`config.mk`:
```
export PLATFORM = sky130hd
export DESIGN_NAME = mem_store_buffer
export DESIGN_NICKNAME = d
export VERILOG_FILES = /design/src/rtl/mem_store_buffer.sv
export SDC_FILE = /design/constraint.sdc
export NUM_CORES = 1
export LEC_CHECK = 0
export ABC_AREA = 1
export CORE_MARGIN = 1.5
export CORE_UTILIZATION = 40
export DETAILED_ROUTE_END_ITERATION = 10
export PLACE_DENSITY = 0.65
export RECOVER_POWER = 25
export SETUP_SLACK_MARGIN = 0.02
export SYNTH_ARGS = -nofsm -noshare
export SYNTH_HDL_FRONTEND = slang
export SYNTH_SLANG_ARGS = --single-unit
```
`constraint.sdc`:
```
create_clock -name clk -period 21.1 [get_ports clk]
set_clock_uncertainty 0.1 [all_clocks]
set_input_delay 6.33 -clock clk [delete_from_list [all_inputs] [get_ports clk]]
set_output_delay 6.33 -clock clk [all_outputs]
set_load 0.05 [all_outputs]
```
`src/rtl/mem_store_buffer.sv`:
```
// Store buffer between the MEM stage and data memory: a circular FIFO of pending stores
// that drains in program order, with load lookup. Define STB_FORWARD_EN to forward store data to loads instead of stalling them.
module mem_store_buffer #(
  parameter int DEPTH = 4,
  parameter int AW    = 64,
  parameter int DW    = 64
) (
  input  logic                     clk,
  input  logic                     reset,
  input  logic                     st_valid,
  input  logic [AW-1:0]            st_addr,
  input  logic [DW-1:0]            st_data,
  output logic                     st_ready,
  input  logic                     ld_req,
  input  logic [AW-1:0]            ld_addr,
  output logic                     ld_hit,
  output logic [DW-1:0]            ld_data,
  output logic                     ld_stall,
  input  logic                     drain_hold,
  output logic                     mem_write,
  output logic [AW-1:0]            mem_addr,
  output logic [DW-1:0]            mem_wdata,
  output logic [$clog2(DEPTH):0]   count,
  output logic                     empty,
  output logic                     full
);

  localparam int PW = $clog2(DEPTH);
  localparam int CW = PW + 1;

  logic [AW-1:0] addr_mem [DEPTH];
  logic [DW-1:0] data_mem [DEPTH];
  logic [PW-1:0] head;
  logic [PW-1:0] tail;
  logic [CW-1:0] occ;
  logic          enq;
  logic          deq;
  logic          match;
  logic [PW-1:0] idx;
`ifdef STB_FORWARD_EN
  logic [DW-1:0] match_data;
`endif

  // Status is derived only from the registered occupancy, so all three always agree.
  assign count    = occ;
  assign empty    = (occ == '0);
  assign full     = (occ == CW'(DEPTH));
  assign st_ready = !full;

  assign enq       = st_valid && !full;
  assign deq       = !empty && !drain_hold;
  assign mem_write = deq;
  assign mem_addr  = empty ? '0 : addr_mem[head];
  assign mem_wdata = empty ? '0 : data_mem[head];

  // NOTE: entry storage has no reset; the occupancy counter alone decides which
  // entries are valid, so stale contents after reset are never observed.
  always_ff @(posedge clk) begin
    if (enq) begin
      addr_mem[tail] <= st_addr;
      data_mem[tail] <= st_data;
    end
  end

  // NOTE: sequential state uses non-blocking assignments so every register samples
  // the pre-edge values of the others, independent of statement order.
  always_ff @(posedge clk or negedge reset) begin
    if (!reset) begin
      head <= '0;
      tail <= '0;
      occ  <= '0;
    end else begin
      if (enq) tail <= tail + PW'(1);
      if (deq) head <= head + PW'(1);
      unique case ({enq, deq})
        2'b10:   occ <= occ + CW'(1);
        2'b01:   occ <= occ - CW'(1);
        default: occ <= occ;
      endcase
    end
  end

  // Walk entries oldest to youngest so the last match seen is the youngest store.
  // The entry draining this cycle is still counted; one being written is not yet.
  // NOTE: every always_comb output gets a default first, which rules out latches.
  always_comb begin
    match = 1'b0;
    idx   = head;
`ifdef STB_FORWARD_EN
    match_data = '0;
`endif
    for (int i = 0; i < DEPTH; i++) begin
      idx = head + PW'(i);
      if ((CW'(i) < occ) && (addr_mem[idx] == ld_addr)) begin
        match = 1'b1;
`ifdef STB_FORWARD_EN
        match_data = data_mem[idx];
`endif
      end
    end
  end

`ifdef STB_FORWARD_EN
  assign ld_hit   = ld_req && match;
  assign ld_data  = (ld_req && match) ? match_data : '0;
  assign ld_stall = 1'b0;
`else
  assign ld_hit   = 1'b0;
  assign ld_data  = '0;
  assign ld_stall = ld_req && match;
`endif

endmodule
```
Word-level counts from Yosys, hierarchy flattened
Memory sizes are Yosys's and may differ from the RTL's.
Index checks and enable logic that the tools add are counted.
{"block": "classes", "addsub": 6, "n_mul": 0, "div": 0, "order_cmp": 4, "n_eq_ne": 7, "shifts": 0, "muxes": 9, "bitwise_logic": 0, "n_reduce_logical": 12}
{"op": "$eq 64x64->1", "n": 4}
{"op": "$mux 64", "n": 2}
{"op": "$logic_and 1x1->1", "n": 7}
{"op": "$lt 1x3->1 const A", "n": 2}
{"op": "$lt 2x3->1 const A", "n": 2}
{"op": "$mux 1", "n": 6}
{"op": "$pmux 3 s2", "n": 1}
{"op": "$add 2x1->2 const B", "n": 2}
{"op": "$add 2x2->2 const B", "n": 2}
{"op": "$add 3x1->3 const B", "n": 1}
{"op": "$eq 3x3->1 const B", "n": 1}
{"op": "$logic_not 1->1", "n": 3}
{"op": "$logic_not 3->1", "n": 1}
{"op": "$sub 3x1->3 const B", "n": 1}
{"op": "$eq 2x1->1 const B", "n": 1}
{"op": "$eq 2x2->1 const B", "n": 1}
{"op": "$reduce_bool 2->1", "n": 1}
{"block": "word_totals", "regBits": 7, "latch_bits": 0, "mem_bits_rw": 512, "romBits": 0, "input_bits": 197, "out_inout_bits": 201, "wordCells": 43, "memories": 2}
{"memory": "addr_mem", "depth": 4, "width": 64, "read_ports": 4, "rd_clocked_by_memory_dff": 0, "write_ports": 1, "line_no": "31", "text": "logic [AW-1:0] addr_mem [DEPTH];"}
{"memory": "data_mem", "depth": 4, "width": 64, "read_ports": 1, "rd_clocked_by_memory_dff": 0, "write_ports": 1, "line_no": "32", "text": "logic [DW-1:0] data_mem [DEPTH];"}

Logic depth before layout (Yosys ltp)
An unclocked memory read counts as a cell.
{"block": "logic_depth", "ltp_word": 8, "ltp_mapped": 19}

Worst setup path before layout
Ideal clock, no wire load.
{"block": "synth_timing", "kind": "input port to output port", "startpoint": "input port ld_addr[41]", "endpoint": "output port ld_stall", "t_arrival_ns": 7.682, "required_time_ns": 14.670, "slack_ns": 6.988, "cell_stages": 12, "n_path_buf": 0, "cell_sequence": "inv_1 -> nand3_1 -> o21ai_0 -> nor2_1 -> nand2_1 -> nor2_1 -> nand2_1 -> nor2_1 -> nand3_1 -> nand2_1 -> nor2_1 -> nor2_1"}
{"block": "synth_via", "elab_chain_len": 7, "word_cells_on_any_way": 13}
{"element": "start: declaration", "line_no": "15", "text": "input logic [AW-1:0] ld_addr,"}
{"element": "$eq 64x64->1", "line_no": "94", "text": "if ((CW'(i) < occ) && (addr_mem[idx] == ld_addr)) begin"}
{"element": "$logic_and 1x1->1", "line_no": "94"}
{"element": "$mux 1 (3 in a row)", "line_no": "94"}
{"element": "$mux 1 (*)", "line_no": "94"}
{"element": "$logic_and 1x1->1 (*)", "line_no": "110", "text": "assign ld_stall = ld_req && match;"}
{"element": "end: declaration", "line_no": "18", "text": "output logic ld_stall,"}
Mark *: on every way between the ends. The rest lies on a longest branch, timed or not.

Worst setup path in the final report
{"block": "layout_timing", "startpoint": "input port ld_addr[36]", "endpoint": "output port ld_stall"}
Same word-level chain as after synthesis.

==> results.cfg <==
[clock_network]
post-cts-setup-buffers = 0
clkSinkCount = 519
clkTransAtPathRegs_ns = 0.06
cts_buffers = 58
root_buffer = clkbuf_16
htreeDepth = 2
ctsResizeCount = 0
clockBufferDepth = 3
insertion_delay_ns = 0.63
cts_tree = yes
cts_hold_buf = 0

[sta]
holdWs_ns = 0.463
setup_viol = 0
rsz0062_at_grt = no
maxSlewViolCount = 0
slew_headroom = 0.257
fin_crit_sh = 0.744
fmax_ghz = 0.0637
period_minus_slack_ns = 15.69
final.setup.tns_ns = 0
worst_pin_slew_ns = 1.12
hold_violations = 0

[cells_and_area]
final_cell_mix = nand2_1 (1514), nand3_1 (557), edfxtp_1 (512)
fin_util = 0.483
drive_above_1_share = 0.0347
n_fill_cell = 6813
multi_input_area_um2 = 11800
area_growth_pct = 19.6
layout_commonest_cell = nand2_1
register_area_um2 = 15600
nets = 3993

[critical_path]
worstPathMaxFanout = 7
arrival_ns = 9.26
end_kind = output port
critPathKind = input pin to output port
cp.required_ns = 14.67
setup.worst_path.start_class = input pin

[floorplan]
die_area_um2 = 73800
die_h_um = 272
fp-row-count = 98
io_pins = 398
coreArea_um2 = 71500
initial_utilization = 0.404
die_width_um = 272

[synth]
synth_top_area_cell = edfxtp_1
synth_cells = 3540
syn_area_um2 = 28900
yosys-top-cells-area = edfxtp_1 (53%), nand2_1 (20%), nand3_1 (9.7%), nor2_1 (2.9%), inv_1 (1.9%)
avgSynthCellArea_um2 = 8.16
synth_enable_flop_cells = 512
ys_async_sr_fraction = 0.0135
ys_seq_area_frac = 0.538
synth_top_area_share = 0.532
synth-seq-cells = 519
yosys_warnings = 0
yosysUniqueCellTypes = 28
ys.flop_type = edfxtp_1

[placed_design]
dpl.hpwl_um = 68200
io_buffer_count = 332
gp_congestion = 1.07

[global_route]
grt_overflow = 0
grt_start_max_net_pins = 109
antenna_found_initial = 26
track_usage = 0.259
grt_pass1_vias = 23000
grt_pass1_wl_um = 143000

[power]
p_per_area_nw_per_um2 = 182
p_leak_uw = 0.0144
vdd_ir_drop_max_uv = 156

[run]
drv_cap = 0

[route]
drc = 0
drt_wl_total_um = 98100
antenna_left = 0
vias = 25500
dr.pass1.iters = 7
routed_via_density = 5.31
drt-initial-drc-count = 2586
routedWlPerCell_um = 20.4

[run_status]
status = finished, final reports clean

[hold_path]
worst_hold_path_type = register to register
==> registers in the layout, summed over array words and instances, names as in the netlist <==
register	cells
tail	2
head	2
data_mem	256
addr_mem	256
count	3
==> logic make-up after synthesis <==
logic type / Yosys count / synth area share
compound gates: 274 / 0.0573
xor+xnor: 37 / 0.0112
fa+ha+maj: 9 / 0.00390
buf+inv: 390 / 0.0635
flops: 519 / 0.538
other cells: 1 / 0.000130
simple gates: 2310 / 0.326
==> synth_stat cells, drive strengths merged (4+ instances only) <==
cell       n
xor2      35
nand2   1516
inv      154
nand3    557
a22oi     64
or2        6
nor2     223
edfxtp   512
o21ai    116
a21oi     11
o211ai    16
and2       4
ha         9
a31oi     65
clkbuf    70
buf      166
dfrtp      7
==> per-stage QoR <==
step / setup slack, ns / cells / instance area [um2] / power, uW
floorplan: 6.99 / 3604 / 29100 / 4070
global placement: 5.45 / 4677 / 32700 / 5280
detailed placement: 5.51 / 4677 / 32700 / 5290
CTS: 5.50 / 4786 / 34500 / 6290
global route: 5.30 / 4792 / 34500 / 6650
finish: 5.41 / 4799 / 34500 / 6280
==> routing by layer <==
layer / global-route usage / part of all wire
met1: 0.334 / 0.40
met2: 0.419 / 0.46
met3: 0.0625 / 0.096
met4: 0.0994 / 0.040
met5: 0 / 0.0016
==> cell type report <==
type,instances,share of cell area
Sequential cell,519,0.450
Clock inverter,43,0.0105
Tap cell,950,0.0344
Clock buffer,66,0.0429
Multi-Input combinational cell,2695,0.341
Antenna cell,13,0.000942
Timing Repair Buffer,359,0.102
Inverter,154,0.0171
==> critical path, stage by stage <==
cell,delay (ns)
clkdlybuf4s50_1,0.59
nand2_1,0.26
o21ai_0,0.29
nor2_1,0.16
nand2_1,0.12
nor2_1,0.15
nand2_1,0.07
nor2_1,0.13
nand3_1,0.09
nand2_1,0.07
nor2_1,0.09
nor2_1,0.09
clkdlybuf4s50_1,0.80
==> worst paths after layout <==
kind	startpoint	endpoint	slack [ns]	depth (start not counted)
max	ld_addr[36]	ld_stall	5.41	13
min	count[1]$_DFFE_PN0P_	count[1]$_DFFE_PN0P_	0.46	2
max reg2reg	count[0]$_DFFE_PN0P_	data_mem[0][7]$_DFFE_PP_	16.56	7
min reg2reg	count[1]$_DFFE_PN0P_	count[1]$_DFFE_PN0P_	0.46	2
max in group asynchronous	reset	head[1]$_DFFE_PN0P_	14.66	1
min in group asynchronous	reset	count[0]$_DFFE_PN0P_	5.94	1
==> report_power, final <==
part,switching (uW),internal [uW]
Combinational,2830,1020
Clock,420,555
Sequential,99.6,1360
Total,3340,2940
(Power assumes the default switching activity.)
